File: src/rtl/seq_mult_display.sv
// seq_mult_display: WIDTH-cycle shift-add multiplier whose held product is
// scanned onto a multiplexed common-anode seven-segment hex display.
`default_nettype none

module seq_mult_display #(
    parameter int WIDTH   = 8,
    parameter int DIGITS  = 4,
    parameter int REFRESH = 100000
) (
    input  logic                 clk,
    input  logic                 reset,
    input  logic [WIDTH-1:0]     a,
    input  logic [WIDTH-1:0]     b,
    input  logic                 start,
    output logic                 busy,
    output logic                 done,
    output logic [2*WIDTH-1:0]   product,
    output logic [6:0]           seg,
    output logic [DIGITS-1:0]    an
);

    localparam int PW = 2 * WIDTH;
    localparam int DW = 4 * DIGITS;
    localparam int CW = $clog2(WIDTH);
    localparam int RW = (REFRESH > 1) ? $clog2(REFRESH) : 1;
    localparam int IW = (DIGITS > 1) ? $clog2(DIGITS) : 1;
    localparam logic [DIGITS-1:0] AN_RESET = ~(DIGITS'(1));

    typedef enum logic [0:0] {
        IDLE = 1'b0,
        RUN  = 1'b1
    } state_t;

    state_t             state;
    logic [WIDTH-1:0]   a_reg;
    logic [WIDTH-1:0]   b_reg;
    logic [PW-1:0]      acc;
    logic [CW-1:0]      count;
    logic [PW-1:0]      partial;
    logic [PW-1:0]      sum;

    assign partial = b_reg[0] ? ({{WIDTH{1'b0}}, a_reg} << count) : '0;
    assign sum     = acc + partial;

    always_ff @(posedge clk) begin
        if (reset) begin
            state   <= IDLE;
            busy    <= 1'b0;
            done    <= 1'b0;
            product <= '0;
            a_reg   <= '0;
            b_reg   <= '0;
            acc     <= '0;
            count   <= '0;
        end else begin
            done <= 1'b0;
            case (state)
                IDLE: begin
                    if (start) begin
                        a_reg <= a;
                        b_reg <= b;
                        acc   <= '0;
                        count <= '0;
                        busy  <= 1'b1;
                        state <= RUN;
                    end
                end
                RUN: begin
                    // Every bit is visited even once b_reg empties, so latency is fixed.
                    acc   <= sum;
                    b_reg <= b_reg >> 1;
                    count <= count + CW'(1);
                    if (count == CW'(WIDTH - 1)) begin
                        product <= sum;
                        done    <= 1'b1;
                        busy    <= 1'b0;
                        state   <= IDLE;
                    end
                end
                default: state <= IDLE;
            endcase
        end
    end

    logic [DW-1:0]      disp_word;
    logic [RW-1:0]      refresh_cnt;
    logic [IW-1:0]      digit_idx;
    logic [3:0]         nibble;
    logic [DIGITS-1:0]  an_next;

    generate
        if (PW >= DW) begin : g_trunc
            assign disp_word = product[DW-1:0];
        end else begin : g_zext
            assign disp_word = {{(DW - PW){1'b0}}, product};
        end
    endgenerate

    always_comb begin
        nibble  = 4'h0;
        an_next = '1;
        for (int i = 0; i < DIGITS; i++) begin
            if (digit_idx == IW'(i)) begin
                nibble     = disp_word[4*i +: 4];
                an_next[i] = 1'b0;
            end
        end
    end

    function automatic logic [6:0] hex7(input logic [3:0] v);
        case (v)
            4'h0: hex7 = 7'b1000000;
            4'h1: hex7 = 7'b1111001;
            4'h2: hex7 = 7'b0100100;
            4'h3: hex7 = 7'b0110000;
            4'h4: hex7 = 7'b0011001;
            4'h5: hex7 = 7'b0010010;
            4'h6: hex7 = 7'b0000010;
            4'h7: hex7 = 7'b1111000;
            4'h8: hex7 = 7'b0000000;
            4'h9: hex7 = 7'b0010000;
            4'hA: hex7 = 7'b0001000;
            4'hB: hex7 = 7'b0000011;
            4'hC: hex7 = 7'b1000110;
            4'hD: hex7 = 7'b0100001;
            4'hE: hex7 = 7'b0000110;
            default: hex7 = 7'b0001110;
        endcase
    endfunction

    // seg and an are both registered from the same index so digits switch cleanly.
    always_ff @(posedge clk) begin
        if (reset) begin
            refresh_cnt <= '0;
            digit_idx   <= '0;
            an          <= AN_RESET;
            seg         <= 7'b1000000;
        end else begin
            if (refresh_cnt == RW'(REFRESH - 1)) begin
                refresh_cnt <= '0;
                digit_idx   <= (digit_idx == IW'(DIGITS - 1)) ? '0 : digit_idx + IW'(1);
            end else begin
                refresh_cnt <= refresh_cnt + RW'(1);
            end
            an  <= an_next;
            seg <= hex7(nibble);
        end
    end

endmodule

`default_nettype wire

File: config.mk
export PLATFORM = sky130hd
export DESIGN_NAME = seq_mult_display
export DESIGN_NICKNAME = d
export VERILOG_FILES = /design/src/rtl/seq_mult_display.sv
export SDC_FILE = /design/constraint.sdc
export NUM_CORES = 1
export LEC_CHECK = 0
export ABC_AREA = 1
export CORE_ASPECT_RATIO = 0.5
export CORE_MARGIN = 2
export CORE_UTILIZATION = 54
export CTS_CLUSTER_SIZE = 12
export DETAILED_ROUTE_END_ITERATION = 10
export GPL_ROUTABILITY_DRIVEN = 0
export GPL_TIMING_DRIVEN = 1
export PLACE_DENSITY = 0.79
export SYNTH_ARGS = -nofsm -noshare
export SYNTH_HDL_FRONTEND = slang
export SYNTH_SLANG_ARGS = --single-unit
File: constraint.sdc
create_clock -name clk -period 3.2 [get_ports clk]
set_clock_uncertainty 0.1 [all_clocks]
set_input_delay 0.48 -clock clk [delete_from_list [all_inputs] [get_ports clk]]
set_output_delay 0.48 -clock clk [all_outputs]
set_load 0.1 [all_outputs]
Word-level counts from Yosys, hierarchy flattened
Memories as Yosys holds them, arrays and structs flattened. A register that Yosys moved wholly into a read port is not among the register bits.
Cells that the tools add are included.

word-level totals
  output and inout bits = 29
  ROM bits = 112
  memories kept = 1
  logic and storage cells = 54
  bits in registers = 77

memory list
  name             words  bits a word  rd ports  clocked after Yosys merged registers in  wr ports  line  text
  (no name shown)  16     7            1         1                                        0         111   case (v)

cells by class
  bitwise operators = 1
  $add $sub $neg = 4
  multiplexer cells = 23
  reductions and logical operators = 6
  shifts and indexed selects = 1
  equal/unequal tests = 7

operators with widths
  cell                                            number
  2-to-1 mux 16 bit                               2
  case mux 16 bit (2 select lines)                1
  adder 17 x 1 -> 17 bit (second input constant)  1
  == test 17 bit (second input constant)          1
  adder 16 bit                                    1
  2-to-1 mux 4 bit                                4
  case mux 8 bit (2 select lines)                 1
  left shift 8 x 3 -> 16 bit                      1
  2-to-1 mux 1 bit                                9
  2-to-1 mux 8 bit                                1
  case mux 3 bit (2 select lines)                 1
  AND reduction 2 bit                             3
  == test 2 bit (second input constant)           2
  case mux 1 bit (2 select lines)                 2
  OR reduction 2 bit                              2
  adder 3 x 1 -> 3 bit (second input constant)    1
  == test 3 bit (second input constant)           1
  2-to-1 mux 3 bit                                1
  adder 2 x 1 -> 2 bit (second input constant)    1
  == test 2 x 1 -> 1 bit (second input constant)  1
  zero test 2 bit                                 1
  2-to-1 mux 2 bit                                1
  != test 2 x 1 -> 1 bit (second input constant)  1
  != test 2 bit (second input constant)           1
  NOT 1 bit                                       1

Longest topological paths before layout
  depth in word-level cells = 5
  mapped depth = 17
  gate-level depth less buffers = 17

Least setup slack after synthesis
OpenSTA, ideal clock, no wires.

  path type = reg-to-reg
  start point = reg count[2]
  end point = reg acc[6]
  required time = 2.968 ns
  arrival time = 2.056 ns
  buffers on the path = 1
  library setup time = 0.132 ns
  path slack = 0.912 ns
  cell stages (with the launch flop) = 14
  path through = dfxtp_1 > inv_1 > nand2_1 > clkbuf_1 > nor2_1 > ha_1 > fa_1 > nand2_1 > nand2_1 > nand3b_1 > nand2_1 > or2_2 > nand3_1 > a21oi_1

between the ends
  longest elaborated chain between the ends = 4

RTL lines
  element                           line  text
  start, declared                   38    logic [CW-1:0] count;
  start signal, assigned            72    count <= count + CW'(1);
  left shift 8 x 3 -> 16 bit        42    assign partial = b_reg[0] ? ({{WIDTH{1'b0}}, a_reg} << count) : '0;
  2-to-1 mux 16 bit                 42
  adder 16 bit                      43    assign sum = acc + partial;
  case mux 16 bit (2 select lines)  57    case (state)
  end signal, assigned              70    acc <= sum;
  end, declared                     37    logic [PW-1:0] acc;

Every way passes these cells.
A chain may end at the register's enable or synchronous reset.

Worst setup path after layout
  start point = reg count[0]
  end point = reg acc[6]

The elaborated chain is that of the path after synthesis.

==> run_results.csv <==
group,metric,value,unit
timing,tightest_slew,0.690,ns
route,num_vias,4330,
yosys,synth_async_sr_flop_share,0,%
setup_path,arrival,2.93,ns
yosys,synth_area,4690,µm²
die,io_pins,48,
layout,seq_area,1680,µm²
setup_path,required,3.32,ns
cts,post_cts_buffers,0,
cts,cts.clk_slew.worst_paths,0.06,ns
route,drc,0,
cts,hold_buffers,0,
route,wl_per_cell,12.8,µm
setup_path,cp-end-kind,"flop",
yosys,netlist_instances,682,
layout,syn2layout_area_growth,17.4,%
route,drtAntennaViolNets,0,
outcome,status,"finished clean",
timing,layout_worst_path_cycle_share,88.0,%
placed_design,pre_cts_ws,0.537,ns
timing,final-max-slew-violation-count,0,
route,drtIter0Drc,304,
pwr,max-vdd-ir-drop,0.266,mV
timing,tns,0,ns
layout,drive_gt1_share,12.6,%
layout,postLayoutCoreUtil,67.2,%
yosys,yosys-top-cells-count,"nand2_1 (217), dfxtp_1 (84), inv_1 (64)",
placed_design,dp.cells,828,
layout,regMostFlops,"refresh_cnt",
die,coreArea,8200,µm²
cts,post_cts_resized,0,
cts,htreeDepth,3,
cts,cts.root.buffer_cell,"clkbuf_16",
layout,finalNetCount,775,
timing,period_minus_slack,2.82,ns
global_route,grt_overflow,0,
yosys,ys_seq_area_share,35.8,%
die,dieArea,9490,µm²
timing,setup_viol,0,
layout,multi_input_area,2650,µm²
cts,numCtsBuffers,9,
cts,cts.sinks,84,
yosys,ys_ff_latch,84,
yosys,synth_ff_type,"dfxtp_1",
yosys,syn_area_per_cell,6.88,µm²
route,drt_first_pass_iters,5,
layout,fin_cells,844,
setup_path,cp-start-kind,"flop",
yosys,synth_area_leaders,"dfxtp_1 (36%), nand2_1 (17%), ha_1 (7.5%)",
placed_design,dpl.hpwl,7.95,mm
global_route,antenna_found_initial,0,
setup_path,critical_path_class,"flop to flop",
pwr,powerDensity,430,nW/µm²
pwr,power.leakage,2.61,nW
yosys,yosys_warnings,0,
route,drt-vias-per-instance,5.13,
timing,timing.fmax,355,MHz
layout,nFillCells,738,
yosys,synth_edf_count,0,
timing,layout_setup_ws,0.384,ns
global_route,grt_pass1_vias,4117,
global_route,track_usage,24.8,%
yosys,yosysTopAreaCellShare,35.8,%
yosys,synth_top_area_cell,"dfxtp_1",
timing,rsz0062_at_grt,"false",
placed_design,io_buffers,47,
cts,clk_latency,0.34,ns
worst_hold_path,hold_path_class,"flop to flop",
yosys,synth.distinct_cells,45,
timing,finalHoldViolations,0,
die,die_h,69.9,µm
timing,relSlewSlack,53.9,%
layout,diodes,0,
cts,cts_buffer_depth,2,
layout,reg_top3,"refresh_cnt x17, acc x16, product x16",
layout,largest_reg_flops,17,
global_route,grt_max_degree,29,
run,cap_viol_max_count,0,
route,wl,10.8,mm
yosys,synth_most_common_cell,"nand2_1",
cts,cts_tree,"done",
die,rows,23,
yosys,syn_nets,730,
die,die_w,136,µm
die,start_util,57.2,%
setup_path,worstPathMaxFanout,13,
global_route,grt_pass1_wl,18.9,mm
per-stage QoR:
stage	area (µm²)	hold slack, ns	total power [W]
6_report	5510	0.347	0.00237
5_1_grt	5510	0.370	0.00245
4_1_cts	5510	0.355	0.00238
3_5_place_dp	5180	0.341	0.00126
3_3_place_gp	5180	0.328	0.00126
2_1_floorplan	4690	0.318	0.00121
cells by family (layout without fill, tap and decap cells):
logic type	count (synthesis)	in the layout	share of synthesized area (%)
fa+ha+maj	29	29	7.90
xor+xnor	10	10	1.87
flops	84	84	35.8
buf+inv	91	141	7.71
simple gates	369	369	34.2
mux	1	1	0.213
compound gates	98	98	12.2
cell usage in the layout, fill, tap and decap left out, types with 2 or more instances in the layout:
cell type | Yosys | final
clkbuf_16 | 0 | 9
inv_1 | 64 | 64
nor3_2 | 2 | 2
nor3_1 | 4 | 4
or2_1 | 4 | 4
or2_2 | 2 | 2
nand3_1 | 43 | 43
xor2_1 | 9 | 9
ha_1 | 28 | 28
a211oi_1 | 2 | 2
clkinvlp_4 | 0 | 3
nand2_4 | 2 | 2
nor2_4 | 3 | 3
a21oi_2 | 2 | 2
nand3b_1 | 4 | 4
and2_1 | 2 | 2
nand2_1 | 217 | 217
nand2_2 | 11 | 11
a22oi_1 | 5 | 5
o22ai_1 | 7 | 7
o21a_1 | 2 | 2
nand4_1 | 2 | 2
inv_2 | 8 | 8
nor2_2 | 5 | 5
buf_4 | 0 | 34
a22o_1 | 3 | 3
o21ai_1 | 3 | 3
a21oi_1 | 46 | 46
o211ai_1 | 3 | 3
dfxtp_1 | 84 | 84
bufinv_16 | 0 | 2
nor2_1 | 63 | 63
o21ai_0 | 22 | 22
clkdlybuf4s50_1 | 0 | 18
routing by layer:
layer / share of wire [%] / up-vias / GRT usage, %
met5: 0 / - / 0
met4: 1.2 / 0 / 5.67
met3: 5.8 / 14 / 5.81
met2: 43 / 99 / 39.2
met1: 50 / 1939 / 34.6
li1: - / 2278 / -
power breakdown:
group	leakage [nW]	total, W	internal (W)	switching [W]
sequential	0.681	0.00109	0.00107	0.0000215
clock	0.151	0.00112	0.000703	0.000422
combinational	1.78	0.000156	0.0000591	0.0000968
total	2.61	0.00237	0.00183	0.000540
worst paths after layout:
check                                     from        endpoint  slack, ns  depth (start not counted)
worst max register to register        count[0]          acc[6]       0.38                         12
worst min-delay path            refresh_cnt[0]  refresh_cnt[0]       0.35                          1
worst max-delay path                  count[0]          acc[6]       0.38                         12
worst min register to register  refresh_cnt[0]  refresh_cnt[0]       0.35                          1
worst max-delay path: stages (launching register included):
cell	delay (ns)
dfxtp_1	0.57
inv_1	0.19
nand2_1	0.09
o21ai_0	0.12
o21ai_0	0.30
nor2_1	0.09
ha_1	0.33
or2_1	0.24
nand3b_1	0.10
nand2_1	0.11
or2_2	0.30
nand3_1	0.08
a21oi_1	0.07
cell type report:
class	instances	share of cell area (%)
flip-flops and latches	84	30.5
multi-input cells	507	48.1
clock buffers	10	4.34
repair buffers	52	7.91
clock inverters	6	1.59
inverters	73	5.02
well taps	112	2.54
Power figures use the tool's default switching activity.
